--- config.mk ---
export PLATFORM = sky130hd
export DESIGN_NAME = nibble_serial_adder
export DESIGN_NICKNAME = d
export VERILOG_FILES = /design/src/rtl/nibble_serial_adder_pkg.sv /design/src/rtl/nibble_serial_adder_add_slice.sv /design/src/rtl/nibble_serial_adder.sv
export SDC_FILE = /design/constraint.sdc
export NUM_CORES = 1
export LEC_CHECK = 0
export CORE_MARGIN = 5
export CORE_UTILIZATION = 25
export DETAILED_ROUTE_END_ITERATION = 10
export SKIP_LAST_GASP = 1
export SLEW_MARGIN = 20
export SYNTH_ARGS = -nofsm -noshare
export SYNTH_HDL_FRONTEND = slang
export SYNTH_SLANG_ARGS = --single-unit
--- constraint.sdc ---
create_clock -name clk -period 2.9 [get_ports clk]
set_clock_uncertainty 0.15 [all_clocks]
set_input_delay 0.435 -clock clk [delete_from_list [all_inputs] [get_ports clk]]
set_output_delay 0.435 -clock clk [all_outputs]
set_load 0.005 [all_outputs]
--- src/rtl/nibble_serial_adder_pkg.sv ---
// Shared definitions for the nibble-serial adder: FSM state encoding and nibble width.
package nibble_serial_adder_pkg;

  localparam int NIB_W = 4;

  typedef enum logic [1:0] {
    IDLE = 2'd0,
    RUN  = 2'd1,
    DONE = 2'd2
  } state_t;

endpackage

--- src/rtl/nibble_serial_adder_add_slice.sv ---
// One 4-bit adder slice: generate/propagate, carry-lookahead carries, sum XOR.
module nibble_add_slice
  import nibble_serial_adder_pkg::*;
(
  input  logic [NIB_W-1:0] a,
  input  logic [NIB_W-1:0] b,
  input  logic             ci,
  output logic [NIB_W-1:0] s,
  output logic             c3,
  output logic             c4
);

  logic [NIB_W-1:0] g;
  logic [NIB_W-1:0] p;
  logic [NIB_W-1:0] c;

  // Lookahead carries C1..C4 from per-bit generate/propagate and the incoming carry
  always_comb begin
    g    = a & b;
    p    = a | b;
    c[0] = ci;
    c[1] = g[0] | (p[0] & ci);
    c[2] = g[1] | (p[1] & g[0]) | (p[1] & p[0] & ci);
    c[3] = g[2] | (p[2] & g[1]) | (p[2] & p[1] & g[0]) | (p[2] & p[1] & p[0] & ci);
    c4   = g[3] | (p[3] & g[2]) | (p[3] & p[2] & g[1]) | (p[3] & p[2] & p[1] & g[0])
         | (p[3] & p[2] & p[1] & p[0] & ci);
    c3   = c[3];
    s    = a ^ b ^ c;
  end

endmodule

--- src/rtl/nibble_serial_adder.sv ---
// Multi-cycle WIDTH-bit adder, one nibble per clock, LSB nibble first.
// Optional signed-overflow output enabled by NIBBLE_SERIAL_ADDER_OVF_EN.
module nibble_serial_adder
  import nibble_serial_adder_pkg::*;
#(
  parameter int WIDTH = 16
) (
  input  logic             clk,
  input  logic             rst_n,
  input  logic             in_valid,
  output logic             in_ready,
  input  logic [WIDTH-1:0] a,
  input  logic [WIDTH-1:0] b,
  input  logic             cin,
  output logic             out_valid,
  input  logic             out_ready,
  output logic [WIDTH-1:0] sum,
`ifdef NIBBLE_SERIAL_ADDER_OVF_EN
  output logic             cout,
  output logic             ovf
`else
  output logic             cout
`endif
);

  localparam int NIB   = WIDTH / NIB_W;
  localparam int IDX_W = (NIB > 1) ? $clog2(NIB) : 1;
  localparam logic [IDX_W-1:0] LAST_IDX = IDX_W'(NIB - 1);

  state_t           state;
  state_t           state_nxt;
  logic [WIDTH-1:0] a_q;
  logic [WIDTH-1:0] b_q;
  logic [WIDTH-1:0] sum_q;
  logic             carry_q;
  logic [IDX_W-1:0] idx;
  logic             last;

  logic [NIB_W-1:0] nib_a;
  logic [NIB_W-1:0] nib_b;
  logic [NIB_W-1:0] nib_sum;
  logic             nib_c4;
`ifdef NIBBLE_SERIAL_ADDER_OVF_EN
  logic             nib_c3;
  logic             ovf_q;
`endif

  assign nib_a = a_q[idx*NIB_W +: NIB_W];
  assign nib_b = b_q[idx*NIB_W +: NIB_W];
  assign last  = (idx == LAST_IDX);

  nibble_add_slice u_slice (
    .a  (nib_a),
    .b  (nib_b),
    .ci (carry_q),
    .s  (nib_sum),
`ifdef NIBBLE_SERIAL_ADDER_OVF_EN
    .c3 (nib_c3),
`else
    .c3 (),
`endif
    .c4 (nib_c4)
  );

  // State register
  always_ff @(posedge clk or negedge rst_n) begin
    if (!rst_n) state <= IDLE;
    else        state <= state_nxt;
  end

  // Next-state and handshake outputs
  always_comb begin
    state_nxt = state;
    in_ready  = 1'b0;
    out_valid = 1'b0;
    case (state)
      IDLE: begin
        in_ready = 1'b1;
        if (in_valid) state_nxt = RUN;
      end
      RUN: begin
        if (last) state_nxt = DONE;
      end
      DONE: begin
        out_valid = 1'b1;
        if (out_ready) state_nxt = IDLE;
      end
      default: state_nxt = IDLE;
    endcase
  end

  // Operand capture and per-nibble accumulation; carry chains between nibbles
  always_ff @(posedge clk or negedge rst_n) begin
    if (!rst_n) begin
      a_q     <= '0;
      b_q     <= '0;
      sum_q   <= '0;
      carry_q <= 1'b0;
      idx     <= '0;
`ifdef NIBBLE_SERIAL_ADDER_OVF_EN
      ovf_q   <= 1'b0;
`endif
    end else begin
      case (state)
        IDLE: begin
          if (in_valid) begin
            a_q     <= a;
            b_q     <= b;
            carry_q <= cin;
            idx     <= '0;
          end
        end
        RUN: begin
          sum_q[idx*NIB_W +: NIB_W] <= nib_sum;
          carry_q                   <= nib_c4;
          idx                       <= idx + 1'b1;
`ifdef NIBBLE_SERIAL_ADDER_OVF_EN
          if (last) ovf_q <= nib_c4 ^ nib_c3;
`endif
        end
        default: ;
      endcase
    end
  end

  assign sum  = sum_q;
  assign cout = carry_q;
`ifdef NIBBLE_SERIAL_ADDER_OVF_EN
  assign ovf  = ovf_q;
`endif

endmodule

# Yosys cells after proc, flatten, opt, wreduce, memory -nomap -nowiden

Cells that the tools add are included.

Add/subtract/negate cells: 2
$mul: 0
Div/mod/pow operators: 0
Magnitude comparators: 0
Equality and inequality tests: 6
Shifts and indexed selects: 4
Multiplexer cells: 11
Bitwise logic cells: 30
Reduce and logical (&&, ||, !) cells: 5

Operator list:

| cell                                                                    | count |
|---|---|
| 4-bit negator with 34-bit output                                        | 1 |
| 4-bit by 34-bit variable shift with 16-bit output, first input constant | 1 |
| 4-bit by 34-bit indexed part select with 16-bit output                  | 1 |
| 16-bit by 5-bit indexed part select with 4-bit output                   | 2 |
| 1-bit bitwise AND                                                       | 16 |
| 16-bit bitwise mux                                                      | 1 |
| 1-bit OR                                                                | 10 |
| 2-bit two-way mux                                                       | 4 |
| 4-bit XOR                                                               | 2 |
| 2-bit inequality test, second input constant                            | 3 |
| 2-bit case mux with 3 select lines                                      | 1 |
| 4-bit bitwise AND                                                       | 1 |
| 2-bit == test, second input constant                                    | 2 |
| 4-bit OR                                                                | 1 |
| 2-bit case mux with 2 select lines                                      | 1 |
| 2-bit AND reduction                                                     | 2 |
| 1-bit two-way mux                                                       | 3 |
| 3-bit AND reduction                                                     | 1 |
| 2-bit by 1-bit adder with 2-bit output, second input constant           | 1 |
| 2-bit by 1-bit == test with 1-bit output, second input constant         | 1 |
| 2-bit logical NOT                                                       | 1 |
| 1-bit case mux with 2 select lines                                      | 1 |
| 2-bit nonzero test                                                      | 1 |

Flip-flop bits (word level): 53
Latch bits: 0
Bits in writable memories: 0
Bits in read-only memories: 0
Output and inout port bits: 19
Logic and storage cells: 64
Memories: 0

# Logic depth before layout (Yosys ltp)

Depth in word-level cells: 9
Depth in mapped cells: 8
Mapped depth without buffers: 7

# Hierarchy

A second synthesis with hierarchy kept.

Cells, all modules: 212
Area, all modules: 2736.4 um2

Modules (own cells, without submodules):

| module              | times used | cells each | area each (um2) |
|---|---|---|---|
| nibble_serial_adder | 1          | 173        | 2427.3 |
| nibble_add_slice    | 1          | 39         | 309.0 |

# Worst setup path before layout

Ideal clock, no wire load.

Path kind: register to register
Start: register idx[0]
End: register sum_q[11], in the netlist sum[11]
Arrival time: 2.035 ns
Required time: 2.616 ns
Slack: 0.581 ns
Cell stages (with the launch flop): 8
Path buffers: 1
Cells stage by stage: dfrtp_1 -> buf_4 -> mux4_2 -> inv_1 -> ha_1 -> or2_2 -> o211ai_1 -> o21ai_0

Word-level cells in the longest chain between the ends: 9

Ends and longest elaborated chain:

| what                                                                     | line                                                                     | source |
|---|---|---|
| from (decl)                                                              | nibble_serial_adder.sv:36                                                | `logic [IDX_W-1:0] idx;` |
| from (signal assigned)                                                   | nibble_serial_adder.sv:116                                               | `idx <= idx + 1'b1;` |
| 16-bit by 5-bit indexed part select with 4-bit output (on tied branches) | nibble_serial_adder.sv:48, nibble_serial_adder.sv:49                     |  |
| 4-bit OR / 4-bit bitwise AND (equally long branches)                     | nibble_serial_adder_add_slice.sv:20, nibble_serial_adder_add_slice.sv:19 |  |
| 1-bit bitwise AND                                                        | nibble_serial_adder_add_slice.sv:24                                      | `c[3] = g[2] \| (p[2] & g[1]) \| (p[2] & p[1] & g[0]) \| (p[2] & p[1] & p[0] & ci);` |
| 1-bit OR / 1-bit bitwise AND (equally long branches) (2 in a row)        | nibble_serial_adder_add_slice.sv:24                                      |  |
| 1-bit OR                                                                 | nibble_serial_adder_add_slice.sv:24                                      |  |
| 4-bit XOR                                                                | nibble_serial_adder_add_slice.sv:28                                      | `s = a ^ b ^ c;` |
| 4-bit by 34-bit indexed part select with 16-bit output                   | nibble_serial_adder.sv:114                                               | `sum_q[idx*NIB_W +: NIB_W] <= nib_sum;` |
| 16-bit bitwise mux (*)                                                   | nibble_serial_adder.sv:114                                               |  |
| to (signal, indexed assignment)                                          | nibble_serial_adder.sv:114                                               |  |
| to (decl)                                                                | nibble_serial_adder.sv:34                                                | `logic [WIDTH-1:0] sum_q;` |

Mark *: on every way between the ends. The rest lies on a longest branch, timed or not.
A chain may end at the register's enable or synchronous reset.

# Worst setup path in the final report

Start: register idx[0]
End: register sum_q[3], in the netlist sum[3]

Same word-level chain as after synthesis.

==> results.ini <==
[grt]
grt.overflow.total = 0
grt_pass1_wl_um = 9380
first_global_vias = 1871
antenna_found_initial = 0
gr-usage-all-layers_pct = 9.00
grt_max_degree = 35

[clock_network]
cts_buffers = 5
clk-insertion-delay-late_ns = 0.30
cts_root_buf = clkbuf_8
cts_hold_buf = 0
h-tree-depth = 2
ctsResizeCount = 0
path_clk_slew_ns = 0.09
clock_sinks = 53
clk_path_buf_depth = 2
cts_setup_buffers = 0
cts_tree = built

[synth]
synth_cell_types = 37
netlist_area_mm2 = 0.00274
synth_area_leaders = dfrtp_1 (48%), mux2_4 (16%), mux4_2 (6.6%)
synth_ff_type = dfrtp_1
synthCells = 204
ys_warn_count = 0
synth.ff_latch_count = 53
synthesis.nets = 256
synth-seq-area-share_pct = 48.4
synth_area_leader_cell = dfrtp_1
synth_edf_count = 0
syn_avg_cell_area_um2 = 13.4
async_flop_share_pct = 100
synth_top_area_share_pct = 48.4

[floorplanning]
rows = 38
core_mm2 = 0.0108
dieWidth_um = 115
die_y_um = 115
initial_core_util_pct = 25.4
ioPinCount = 56
dieArea_mm2 = 0.0132

[route]
firstDrtPassIters = 4
drc = 0
antenna_left = 0
drt-total-wl_um = 5590
wl_per_cell_um = 13.9
viasPerCell = 4.26
vias = 1713
drt_iter0_markers = 42

[power]
finalPower_mw = 3.87
power.leakage_nw = 1.52
ir_drop_mv = 0.379
powerDensity_mw_per_mm2 = 1110

[job]
cap_viol_max_count = 0

[worst_hold_path]
hold_class = primary input to async pin

[timing]
hold_viol_final = 0
tightestPinTransition_ns = 0.760
final.setup.tns_ns = 0
clock.fmax_ghz = 0.398
fin_ws_ns = 0.387
finalSetupViolations = 0
rsz0062_at_grt = no
finalCritPeriodShare_pct = 86.7
period_needed_ns = 2.51
slew_headroom_pct = 49.3
slew_violations = 0

[critical_path]
critPathCaptureType = flop
path_cells = buf_4 > mux4_2 > inv_1 > ha_1 > or2_2 > o211ai_1 > o21ai_0
slowest_stage = mux4_2
slowest_delay_ns = 0.56
crit_required_ns = 2.92
crit_arrival_ns = 2.53
cp-start-kind = flop
crit_type = flop to flop
critPathMaxFanout = 14

[placed_design]
place_ws_ns = 0.328
dpl.cell_count = 395
port-buffer-count = 55
hpwl_um = 4350
gp_congestion = 0.815

[layout]
final.fill_count = 1101
final_cells = 402
final_cell_mix = clkdlybuf4s50_1 (54), dfrtp_1 (53), mux2_4 (30)
nets = 314
area_growth_syn_to_layout_pct = 26.9
n_antenna_cell = 0
final_common_cell = clkdlybuf4s50_1
drive_above_1_share_pct = 21.0

[status]
status = complete, no violations

cell usage after synthesis, types with 2 or more instances:
master / n
mux4_2: 8
ha_1: 14
mux2_4: 30
o211ai_1: 2
nor2_1: 6
a21oi_1: 2
nand2_1: 21
inv_1: 13
o21ai_0: 14
o21bai_1: 2
mux2_2: 2
dfrtp_1: 53
nor2b_1: 4
nand2b_1: 3
o31ai_1: 5
buf_12: 3
buf_6: 2
layout make-up:
class | count | area (um^2) | share of cell area [%]
flip-flops and latches | 53 | 1330 | 38.1
clock buffers | 6 | 82.6 | 2.37
clock inverters | 1 | 7.51 | 0.216
repair buffers | 58 | 568 | 16.3
well taps | 140 | 175 | 5.03
multi-input cells | 131 | 1270 | 36.6
inverters | 13 | 48.8 | 1.40
final timing paths:
check,start,to,slack (ns),depth (start not counted)
max,idx[0],sum[3],0.39,7
min,rst_n,state[1],0.05,1
min in group clk,sum[14],sum[14],0.33,2
max in group asynchronous,rst_n,b_q[14],1.87,2
min reg2reg,sum[14],sum[14],0.33,2
max reg2reg,idx[0],sum[3],0.39,7
layer usage:
layer	up-vias	routed length [um]	GRT usage, %
li1	822	-	-
met3	4	276	2.37
met5	-	0	0
met1	845	2820	12.7
met2	42	2460	14.1
met4	0	31	1.64
cell families after synthesis:
| family | after synthesis | synth area share (%) |
|---|---|---|
| multiplexers | 41 | 24.2 |
| flip-flops | 53 | 48.4 |
| AND/OR/NAND/NOR | 45 | 8.03 |
| AO/OA/AOI/OAI | 29 | 6.75 |
| adder cells (fa/ha/maj) | 15 | 7.12 |
| buffers and inverters | 20 | 5.25 |
| XOR/XNOR | 1 | 0.319 |
where the power goes:
group | internal, mW | switching (mW)
clock network | 0.189 | 0.226
logic | 1.15 | 1.00
registers | 1.06 | 0.244
total | 2.39 | 1.47
worst max-delay path, delay by kind of cell (launching register included):
kind | cells | cell delay [ns]
DFF | 1 | 0.33
and+or+nand+nor | 1 | 0.28
muxes | 1 | 0.56
AOI/OAI and AO/OA | 2 | 0.51
buffers and inverters | 2 | 0.32
adders and majority gates | 1 | 0.24
state kept, by name, indices dropped and copies added, names as in the netlist:
register and flops:
b_q 16, cout 1, sum 16, a_q 16, idx 2, state 2
per-stage QoR:
step / utilization (%) / cell area, um^2 / hold WS [ns]
after CTS: 32.3 / 3480 / 0.0819
final: 32.3 / 3480 / 0.0517
after global placement: 31.4 / 3390 / 0.317
after global routing: 32.3 / 3480 / 0.113
after detailed placement: 31.4 / 3390 / 0.321
after floorplan: - / 2740 / -0.0106
Note: power is estimated with default switching activity, not from simulation.
